$ cat config.mk
export PLATFORM = sky130hd
export DESIGN_NAME = alsaqr_valrdy_to_credit
export DESIGN_NICKNAME = d
export VERILOG_FILES = /design/src/rtl/alsaqr_valrdy_to_credit.sv
export SDC_FILE = /design/constraint.sdc
export NUM_CORES = 1
export LEC_CHECK = 0
export BUFFER_PORTS_ARGS = -buffer_cell sky130_fd_sc_hd__buf_4
export CORE_UTILIZATION = 30
export CTS_BUF_LIST = sky130_fd_sc_hd__clkbuf_16
export DETAILED_ROUTE_END_ITERATION = 6
export REMOVE_ABC_BUFFERS = 1
export SETUP_SLACK_MARGIN = 0.05
export SYNTH_ARGS = -nofsm -noshare
export SYNTH_HDL_FRONTEND = slang
export SYNTH_SLANG_ARGS = --single-unit
$ cat constraint.sdc
create_clock -name clk -period 5.6 [get_ports clk]
set_input_delay 0.56 -clock clk [delete_from_list [all_inputs] [get_ports clk]]
set_output_delay 0.56 -clock clk [all_outputs]
set_load 0.005 [all_outputs]
$ cat src/rtl/alsaqr_valrdy_to_credit.sv
// ============================================================================
// Module   : alsaqr_valrdy_to_credit
// Purpose  : Buffers a valid/ready stream and transmits it over a credit-based
//            (valid/yummy) NoC link.
// Revision : 1.0 - initial release
// ============================================================================
`default_nettype none

module alsaqr_valrdy_to_credit #(
  parameter  int DATA_WIDTH  = 64,
  parameter  int BUF_DEPTH   = 4,
  parameter  int MAX_CREDITS = 8,
  localparam int CW          = $clog2(MAX_CREDITS + 1)
) (
  input  logic                  clk,
  input  logic                  reset,
  input  logic [DATA_WIDTH-1:0] data_in,
  input  logic                  valid_in,
  output logic                  ready_in,
  output logic [DATA_WIDTH-1:0] data_out,
  output logic                  valid_out,
  input  logic                  yummy_out,
  output logic [CW-1:0]         credits,
  output logic                  credit_err
);

  localparam int              PW   = (BUF_DEPTH > 1) ? $clog2(BUF_DEPTH) : 1;
  localparam logic [PW:0]     FULL = (PW + 1)'(BUF_DEPTH);
  localparam logic [CW-1:0]   CMAX = CW'(MAX_CREDITS);

  logic [DATA_WIDTH-1:0] mem [BUF_DEPTH];

  logic [PW-1:0]         wr_ptr_q, wr_ptr_d;
  logic [PW-1:0]         rd_ptr_q, rd_ptr_d;
  logic [PW:0]           count_q,  count_d;
  logic [CW-1:0]         credits_q, credits_d;
  logic                  err_q, err_d;
  logic                  vout_q, vout_d;
  logic [DATA_WIDTH-1:0] dout_q, dout_d;

  logic                  push;
  logic                  send;

  // Acceptance depends only on registered occupancy, never on valid_in.
  assign ready_in = reset & (count_q != FULL);
  assign push     = valid_in & ready_in;
  assign send     = (count_q != '0) & (credits_q != '0);

  always_comb begin
    wr_ptr_d  = wr_ptr_q;
    rd_ptr_d  = rd_ptr_q;
    count_d   = count_q + (PW + 1)'(push) - (PW + 1)'(send);
    credits_d = credits_q;
    err_d     = err_q;
    vout_d    = send;
    dout_d    = dout_q;

    if (push) wr_ptr_d = wr_ptr_q + PW'(1);
    if (send) begin
      rd_ptr_d = rd_ptr_q + PW'(1);
      dout_d   = mem[rd_ptr_q];
    end

    // A returned credit with the counter already full is a protocol error.
    if (send && !yummy_out) begin
      credits_d = credits_q - CW'(1);
    end else if (!send && yummy_out) begin
      if (credits_q == CMAX) err_d = 1'b1;
      else                   credits_d = credits_q + CW'(1);
    end
  end

  always_ff @(posedge clk) begin
    if (!reset) begin
      wr_ptr_q  <= '0;
      rd_ptr_q  <= '0;
      count_q   <= '0;
      credits_q <= CMAX;
      err_q     <= 1'b0;
      vout_q    <= 1'b0;
      dout_q    <= '0;
    end else begin
      wr_ptr_q  <= wr_ptr_d;
      rd_ptr_q  <= rd_ptr_d;
      count_q   <= count_d;
      credits_q <= credits_d;
      err_q     <= err_d;
      vout_q    <= vout_d;
      dout_q    <= dout_d;
    end
  end

  always_ff @(posedge clk) begin
    if (push) mem[wr_ptr_q] <= data_in;
  end

  assign data_out   = dout_q;
  assign valid_out  = vout_q;
  assign credits    = credits_q;
  assign credit_err = err_q;

endmodule

`default_nettype wire

==> flow_metrics.env <==
export IMPL_synth_top_area_share_pct=61.2
export IMPL_drt_initial_drc_count=388
export IMPL_area_growth_pct=21.8
export IMPL_fp_dieW_um=207
export IMPL_first_pass_iters=7
export IMPL_grt_pass1_wl_mm=40.4
export IMPL_clk_pin_slew_ns=0.07
export IMPL_critPathArrivalTime_ns=3.49
export IMPL_maxSlewViolCount=0
export IMPL_cp_start_kind="flop"
export IMPL_post_route_min_period_ns=3.08
export IMPL_synth_seq_area_share_pct=73.4
export IMPL_synth_top_cells_by_area="edfxtp_1, dfxtp_1, mux4_2"
export IMPL_setup_viol=0
export IMPL_endpoint_kind="flop"
export IMPL_reg2reg_depth=11
export IMPL_cts_sinks=333
export IMPL_synth_most_common_cell="edfxtp_1"
export IMPL_cts_root_buffer="clkbuf_16"
export IMPL_vias=6305
export IMPL_final_nets=918
export IMPL_num_fill_cells=3917
export IMPL_routed_via_density=4.51
export IMPL_rsz0062_at_grt="no"
export IMPL_ys_flop_type="edfxtp_1"
export IMPL_cp_endpoint="count_q[2]"
export IMPL_synth_commonest_cells="edfxtp_1, nand2_1, dfxtp_1"
export IMPL_wl_per_cell_um=18.8
export IMPL_clock_latency_ns=0.52
export IMPL_max_cap_viol_count=0
export IMPL_hold_viol_final=0
export IMPL_dieHeight_um=207
export IMPL_status="finished, violations left"
export IMPL_antenna_found_initial=1
export IMPL_synthesis_area_mm2=0.0126
export IMPL_worstHoldPathType="input port to flop"
export IMPL_grt_pass1_vias=6722
export IMPL_finalClockSkew_ns=0.0172
export IMPL_placed_cells=1333
export IMPL_power_total_uw=7850
export IMPL_drc_errors=18
export IMPL_worst_pin_slew_ns=1.06
export IMPL_routabilityCongestion=0.671
export IMPL_fmax_ghz=0.324
export IMPL_synth_cell_type_count=38
export IMPL_avgSynthCellArea_um2=18.0
export IMPL_drive_above_1_share_pct=35.9
export IMPL_clock_path_buffers=3
export IMPL_ant_nets=0
export IMPL_htreeDepth=2
export IMPL_reg2reg_to="count_q[2]"
export IMPL_violations="DRC"
export IMPL_synth_cells=697
export IMPL_cp_startpoint="credits[0]"
export IMPL_setup_tns_ns=0
export IMPL_seq_area_mm2=0.00924
export IMPL_grtUsageTotal_pct=12.7
export IMPL_cts_resized=0
export IMPL_post_route_util_pct=37.3
export IMPL_postCtsSetupBuffers=0
export IMPL_p_per_area_mw_per_mm2=513
export IMPL_grt_max_degree=80
export IMPL_initial_utilization_pct=30.6
export IMPL_cts_hold_buf=0
export IMPL_crit_type="flop to flop"
export IMPL_io_pins=139
export IMPL_place_hpwl_mm=14.7
export IMPL_timing_slew_headroom_pct=29.1
export IMPL_multiInputGateArea_mm2=0.00305
export IMPL_core_mm2=0.0411
export IMPL_rrSetupSlack_ns=2.52
export IMPL_fin_crit_sh_pct=55.1
export IMPL_yosysWarningCount=0
export IMPL_postSynth_asyncResetShare_pct=0
export IMPL_instances_no_fill=1397
export IMPL_cts_made_buffers=36
export IMPL_wirelength_mm=26.3
export IMPL_worstPathRequired_ns=6.00
export IMPL_ir_drop_mv=0.428
export IMPL_fp_dieArea_mm2=0.0427
export IMPL_yosysTopAreaCell="edfxtp_1"
export IMPL_row_count=74
export IMPL_postSynthRegisterBits=333
export IMPL_static_leakage_power_uw=0.00528
export IMPL_r2r_start="credits[0]"
export IMPL_crit_fanout=33
export IMPL_cts_tree="built"
export IMPL_grt_remaining_overflow=0
export IMPL_port_buffers=138
export IMPL_synth_edff_count=256
placed cells by master (no fill, tap or decap), types with 14 or more instances in the layout:
| master | netlist | final |
|---|---|---|
| edfxtp_1 | 256 | 256 |
| buf_4 | 6 | 142 |
| nand2_1 | 135 | 135 |
| dfxtp_1 | 77 | 75 |
| mux4_2 | 64 | 64 |
| a21boi_2 | 40 | 40 |
| clkbuf_16 | 0 | 40 |
| a21boi_0 | 15 | 15 |
| inv_1 | 8 | 14 |
how the worst min path moves through the flow:
stage                       startpoint      endpoint  slack [ns]  depth (start not counted)
after floorplan            data_out[0]   data_out[0]        0.45                          2
after global placement    data_out[59]  data_out[59]        0.44                          2
after detailed placement   data_out[3]   data_out[3]        0.45                          2
after CTS                   data_in[6]     mem[3][6]        0.21                          1
after global routing        data_in[6]     mem[1][6]        0.21                          1
final                       data_in[6]     mem[3][6]        0.24                          1
sequential cells by signal, summed over array words and instances (netlist names):
| register | flops |
|---|---|
| credit_err | 1 |
| wr_ptr_q | 2 |
| rd_ptr_q | 2 |
| data_out | 64 |
| credits | 4 |
| valid_out | 1 |
| mem | 256 |
| count_q | 3 |
critical path, stage by stage (launching register included):
cell,delay (ns)
dfxtp_1,0.37
or4_4,0.57
nand2_4,0.08
clkinv_2,0.43
ha_1,0.48
inv_1,0.06
ha_1,0.13
inv_1,0.05
fa_1,0.37
xnor2_1,0.14
xnor2_1,0.13
and2_1,0.16
report_power, final:
group	total, uW	internal, uW	switching (uW)
combinational	1990	987	1000
sequential	3360	3030	332
clock	2510	1560	948
total	7850	5570	2280
routing by layer:
metal  routed length [um]  vias to the layer above  track usage (%)  share of wire [%]
met4                  545                        0             4.09                2.1
met5                    0                        -                0                  0
met3                 1350                       37             2.53                5.1
met1                11400                     3204             16.7                 43
li1                     -                     2926                -                  -
met2                13000                      138             21.0                 50
cell families after synthesis:
group	Yosys count	share of synthesized area (%)
AO/OA/AOI/OAI	74	5.54
XOR/XNOR	8	0.557
adder cells (fa/ha/maj)	11	1.15
buffers and inverters	47	2.41
flip-flops	333	73.4
multiplexers	66	11.6
AND/OR/NAND/NOR	158	5.28
per-stage QoR:
step | setup slack, ns | hold WS, ns | instance area [um2]
3_3_place_gp | 2.49 | 0.444 | 14100
5_1_grt | 2.29 | 0.212 | 15300
6_report | 2.52 | 0.242 | 15300
3_5_place_dp | 2.46 | 0.448 | 14100
4_1_cts | 2.44 | 0.213 | 15300
2_1_floorplan | 1.91 | 0.451 | 12300
cell type report:
| cell class | count | area share [%] |
|---|---|---|
| Clock inverter | 23 | 1.71 |
| Tap cell | 532 | 4.35 |
| Multi-Input combinational cell | 317 | 19.9 |
| Clock buffer | 40 | 6.54 |
| Sequential cell | 333 | 60.3 |
| Inverter | 9 | 0.229 |
| Timing Repair Buffer | 142 | 6.96 |
| Antenna cell | 1 | 0.0163 |
(Power assumes the default switching activity.)
